<file path="config.mk">
export PLATFORM = sky130hd
export DESIGN_NAME = apb_modport
export DESIGN_NICKNAME = d
export VERILOG_FILES = /design/src/rtl/apb_modport.sv
export SDC_FILE = /design/constraint.sdc
export NUM_CORES = 2
export LEC_CHECK = 0
export CORE_MARGIN = 4
export CORE_UTILIZATION = 55
export CTS_BUF_LIST = sky130_fd_sc_hd__clkbuf_8 sky130_fd_sc_hd__clkbuf_16
export DETAILED_ROUTE_END_ITERATION = 16
export PLACE_DENSITY = 0.71
export SETUP_SLACK_MARGIN = 0.4
export SYNTH_ARGS = -nofsm -noshare
export SYNTH_HDL_FRONTEND = slang
export SYNTH_HIERARCHICAL = 1
export SYNTH_SLANG_ARGS = --single-unit
</file>
<file path="constraint.sdc">
create_clock -name PCLK -period 20.1 [get_ports PCLK]
set_clock_uncertainty 0.1 [all_clocks]
set_input_delay 3.015 -clock PCLK [delete_from_list [all_inputs] [get_ports PCLK]]
set_output_delay 3.015 -clock PCLK [all_outputs]
set_load 0.005 [all_outputs]
</file>
<file path="src/rtl/apb_modport.sv">
// apb_modport: command-driven APB master with two 256-byte APB slave memories
//
// Ports:
//   PCLK, PRESETn        clock, asynchronous active-low reset
//   transfer, READ_WRITE request a transfer; 1 = read, 0 = write
//   apb_write_paddr      write address, bit 8 selects the slave
//   apb_write_data       write data
//   apb_read_paddr       read address, bit 8 selects the slave
//   PSLVERR              slave error of the last completed transfer (registered)
//   apb_read_data_out    data of the last completed read (registered)
//
// Build option: define APB_WAIT_STATE_EN to make each slave insert one wait
// state (PREADY low for the first ACCESS cycle); otherwise PREADY is tied high.

module apb_mem_slave (
    input  logic       i_clk,
    input  logic       i_rst_n,
    input  logic       i_psel,
    input  logic       i_penable,
    input  logic       i_pwrite,
    input  logic [7:0] i_paddr,
    input  logic [7:0] i_pwdata,
    output logic       o_pready,
    output logic [7:0] o_prdata,
    output logic       o_pslverr
);
    logic [7:0]   r_mem [0:255];
    logic [255:0] r_valid;
    logic         w_hit;

`ifdef APB_WAIT_STATE_EN
    logic r_waited;

    // High only during the second ACCESS cycle, so the first one stalls.
    always_ff @(posedge i_clk or negedge i_rst_n) begin
        if (!i_rst_n) r_waited <= 1'b0;
        else          r_waited <= i_psel && i_penable && !r_waited;
    end

    assign o_pready = r_waited;
`else
    assign o_pready = 1'b1;
`endif

    assign w_hit = i_psel && i_penable && o_pready;

    always_ff @(posedge i_clk or negedge i_rst_n) begin
        if (!i_rst_n)               r_valid <= '0;
        else if (w_hit && i_pwrite) r_valid[i_paddr] <= 1'b1;
    end

    // Contents survive reset; the cleared valid vector hides stale data.
    always_ff @(posedge i_clk) begin
        if (w_hit && i_pwrite) r_mem[i_paddr] <= i_pwdata;
    end

    assign o_prdata  = r_valid[i_paddr] ? r_mem[i_paddr] : 8'h00;
    assign o_pslverr = !i_pwrite && !r_valid[i_paddr];
endmodule

module apb_modport (
    input  logic       PCLK,
    input  logic       PRESETn,
    input  logic       transfer,
    input  logic       READ_WRITE,
    input  logic [8:0] apb_write_paddr,
    input  logic [7:0] apb_write_data,
    input  logic [8:0] apb_read_paddr,
    output logic       PSLVERR,
    output logic [7:0] apb_read_data_out
);
    typedef enum logic [1:0] {IDLE, SETUP, ACCESS} state_t;

    state_t     r_state, w_next;
    logic       r_rw;
    logic [8:0] r_addr;
    logic [7:0] r_wdata;
    logic       w_psel0, w_psel1, w_penable, w_pwrite;
    logic       w_pready0, w_pready1, w_pready;
    logic [7:0] w_prdata0, w_prdata1, w_prdata;
    logic       w_pslverr0, w_pslverr1, w_pslverr;
    logic       w_done, w_capture;

    assign w_pready  = r_addr[8] ? w_pready1  : w_pready0;
    assign w_prdata  = r_addr[8] ? w_prdata1  : w_prdata0;
    assign w_pslverr = r_addr[8] ? w_pslverr1 : w_pslverr0;
    assign w_done    = (r_state == ACCESS) && w_pready;
    // A new command is latched exactly on the edge that enters SETUP.
    assign w_capture = transfer && ((r_state == IDLE) || w_done);

    always_comb begin
        w_next = r_state;
        if (r_state == IDLE)        w_next = transfer ? SETUP : IDLE;
        else if (r_state == SETUP)  w_next = ACCESS;
        else if (w_pready)          w_next = transfer ? SETUP : IDLE;
    end

    always_ff @(posedge PCLK or negedge PRESETn) begin
        if (!PRESETn) r_state <= IDLE;
        else          r_state <= w_next;
    end

    always_ff @(posedge PCLK or negedge PRESETn) begin
        if (!PRESETn) begin
            r_rw    <= 1'b0;
            r_addr  <= '0;
            r_wdata <= '0;
        end else if (w_capture) begin
            r_rw    <= READ_WRITE;
            r_addr  <= READ_WRITE ? apb_read_paddr : apb_write_paddr;
            r_wdata <= apb_write_data;
        end
    end

    always_ff @(posedge PCLK or negedge PRESETn) begin
        if (!PRESETn) begin
            PSLVERR           <= 1'b0;
            apb_read_data_out <= 8'h00;
        end else if (w_done) begin
            PSLVERR <= w_pslverr;
            if (r_rw) apb_read_data_out <= w_prdata;
        end
    end

    assign w_psel0   = (r_state != IDLE) && !r_addr[8];
    assign w_psel1   = (r_state != IDLE) &&  r_addr[8];
    assign w_penable = (r_state == ACCESS);
    assign w_pwrite  = !r_rw;

    apb_mem_slave u_slave0 (
        .i_clk     (PCLK),
        .i_rst_n   (PRESETn),
        .i_psel    (w_psel0),
        .i_penable (w_penable),
        .i_pwrite  (w_pwrite),
        .i_paddr   (r_addr[7:0]),
        .i_pwdata  (r_wdata),
        .o_pready  (w_pready0),
        .o_prdata  (w_prdata0),
        .o_pslverr (w_pslverr0)
    );

    apb_mem_slave u_slave1 (
        .i_clk     (PCLK),
        .i_rst_n   (PRESETn),
        .i_psel    (w_psel1),
        .i_penable (w_penable),
        .i_pwrite  (w_pwrite),
        .i_paddr   (r_addr[7:0]),
        .i_pwdata  (r_wdata),
        .o_pready  (w_pready1),
        .o_prdata  (w_prdata1),
        .o_pslverr (w_pslverr1)
    );
endmodule

</file>
==> out/results.txt <==
status: complete, but fails checks
failing checks: max-capacitance violations, max-slew violations
Initial Util: 55.3%
Clock Pin Slew Worst Setup and Hold Paths: 0.06 ns
TritonCTS Buffers: 448
Filler Cells Inserted: 21566
Async SR Flop Fraction: 11.7%
WL final: 430000 µm
Area Growth Syn to Fin: 11.5%
core area: 322000 µm²
commonest non-fill, non-tap cell in the layout: edfxtp_1
largest net degree at the start of global routing: 244
CTS sink count: 4637
Avg Cell Area, Syn: 21.1 µm²
clk_lat worst skew: 1.00 ns
Leak: 65.8 nW
share of cells above drive strength 1: 27.9%
die height: 577 µm
TritonCTS clock tree: done
number of global-route vias before repair: 89048
gate count of the mapped netlist: 8441
Via density: 6.65
Yosys reg bits: 4637
CP Data Arrival Time: 8.72 ns
DRT iter0 DRCs: 11789
Primary FF master, synth: edfxtp_1
Slew Limit Fails: 1
commonest non-fill, non-tap cells in the layout: 4096 x edfxtp_1, 1152 x mux4_2, 576 x a22oi_1
clock period minus final worst setup slack: 7.96 ns
RSZ-0062 raised after global routing: false
CP Launch Type: flip-flop
remaining routing DRC violations: 0
CP required: 20.85 ns
final setup fails: 0
setup ws final: 12.14 ns
CTS H-tree depth: 5
Place WS: 12.04 ns
Sw Ratio: 30.8%
setup bufs post-CTS: 0
reg2reg start: r_addr[1]
Multi-input gate area: 39100 µm²
hold path start: u_slave1/r_valid[221]
Critical path origin: r_addr[1]
all-layer global routing usage: 25.8%
Comb pwr share: 26.4%
synth unique cells: 40
gr ovfl total: 0
Post-Syn Area: 178000 µm²
power share of the clock group: 30.7%
via count: 88392
mean routed wirelength per cell: 32.3 µm
CP endpoint kind: flip-flop
max cap viols: 1
Post-DRT Antenna Nets: 0
Post-Syn Nets: 8471
sequential area share after synthesis: 76.7%
Port-buffer cells: 38
Final Hold Vio Count: 0
first-pass GRT wire length: 631000 µm
Die Area: 333000 µm²
CTS resizes: 0
synthesis warning total: 6
crit-path max FO: 116
Site Rows: 208
Die Wd: 577 µm
CTS max path bufs: 4
drt first pass iters: 6
Reg area: 137000 µm²
setup tns final: 0 ns
layout net count: 8615
Internal: 19.7 mW
Least-Margin Pin Slew: 1.48 ns
VDD IR max: 246 µV
# IOs: 39
Post-synth EDFFs: 4096
DP HPWL: 248000 µm
WS Path Type: flip-flop to flip-flop
GPL Wtd Cong: 0.855
Net Switching: 8.78 mW
Final Util: 61.7%
Post-CTS Hold Buffers: 0
initial antenna violation count: 11
Power Dens Cells: 144 nW/µm²
final worst-path cycle share: 39.6%
clk root buf: clkbuf_16
Peak Freq: 126 MHz
Reg power frac: 42.9%
Hold Path Class: flip-flop to flip-flop
Slew Limit Headroom: -0.0317%
path summary, 6_finish.rpt:
| kind | to | slack (ns) | depth (start not counted) |
|---|---|---|---|
| max in group asynchronous | u_slave1/r_valid[18] | 14.81 | 4 |
| worst max-delay path | apb_read_data_out[3] | 12.14 | 11 |
| worst min register to register | u_slave1/r_valid[221] | 0.36 | 1 |
| worst min-delay path | u_slave1/r_valid[221] | 0.36 | 1 |
| worst max register to register | apb_read_data_out[3] | 12.14 | 11 |
| min in group asynchronous | u_slave0/r_valid[135] | 1.93 | 1 |
cells in the mapped netlist, types with 16 or more instances:
cell type	n	area [µm²]
mux4_2	1152	25900
mux2_2	31	349
buf_2	80	400
buf_4	27	203
a21oi_1	288	1440
dfrtp_1	541	13500
nor2_1	521	1960
a22oi_1	576	4320
or2_1	160	1000
a41oi_1	16	140
nor2b_1	16	100
or2_2	354	2210
buf_1	62	233
nand2_1	64	240
edfxtp_1	4096	123000
clkbuf_1	253	950
o41ai_1	72	631
buf_6	70	788
worst max-delay path: stages (launching register included):
cell and delay, ns:
dfrtp_4 0.92, buf_4 0.77, buf_12 0.60, buf_4 0.88, buf_4 0.77, mux4_2 0.40
a22oi_1 0.30, a21oi_1 0.21, o41ai_1 1.25, a41oi_1 0.62, mux2_2 0.47, mux2_2 0.26
power by group through the flow:
stage	combinational [mW]	clock, mW	sequential, mW
after floorplan	4.46	0	13.4
after global routing	7.95	9.32	12.2
final	7.53	8.76	12.2
after CTS	7.53	8.88	12.2
after global placement	7.35	0	12.4
after detailed placement	7.51	0	12.4
metrics by stage:
step / power (mW) / instances / hold slack, ns / area (µm²)
2_1_floorplan: 17.9 / 8441 / 0.328 / 178000
6_report: 28.5 / 13292 / 0.360 / 198000
3_5_place_dp: 19.9 / 12439 / 0.346 / 183000
4_1_cts: 28.6 / 13287 / 0.361 / 198000
3_3_place_gp: 19.7 / 12439 / 0.341 / 183000
5_1_grt: 29.5 / 13289 / 0.370 / 198000
layer usage:
| layer | global-route usage [%] | wire length (µm) | vias up |
|---|---|---|---|
| met3 | 7.08 | 49300 | 799 |
| met5 | 0 | 92 | - |
| li1 | - | - | 35135 |
| met1 | 37.4 | 164000 | 47280 |
| met4 | 8.67 | 16100 | 10 |
| met2 | 38.8 | 201000 | 5168 |
state kept, by name, indices dropped and copies added (netlist names):
register,count
u_slave1/r_mem,2048
r_state,2
r_rw,1
r_addr,9
PSLVERR,1
apb_read_data_out,8
u_slave0/r_valid,256
r_wdata,8
u_slave0/r_mem,2048
u_slave1/r_valid,256
cell families (layout without fill, tap and decap cells):
kind of cell	count (synthesis)	count (layout)	synth area share [%]
AO/OA/AOI/OAI	960	960	3.71
flip-flops	4637	4637	76.7
buffers and inverters	500	1042	1.48
multiplexers	1196	1196	14.9
AND/OR/NAND/NOR	1146	1146	3.21
other	2	6	0.00422
final cells by class:
| cell class | instances | area share (%) |
|---|---|---|
| antenna | 4 | 0.00504 |
| clock buffer | 502 | 6.04 |
| sequential | 4637 | 68.8 |
| timing repair buffer | 188 | 0.861 |
| inverter | 6 | 0.0113 |
| clock inverter | 346 | 1.84 |
| tap | 4305 | 2.71 |
| multi-input combinational | 3304 | 19.7 |
(Power assumes the default switching activity.)
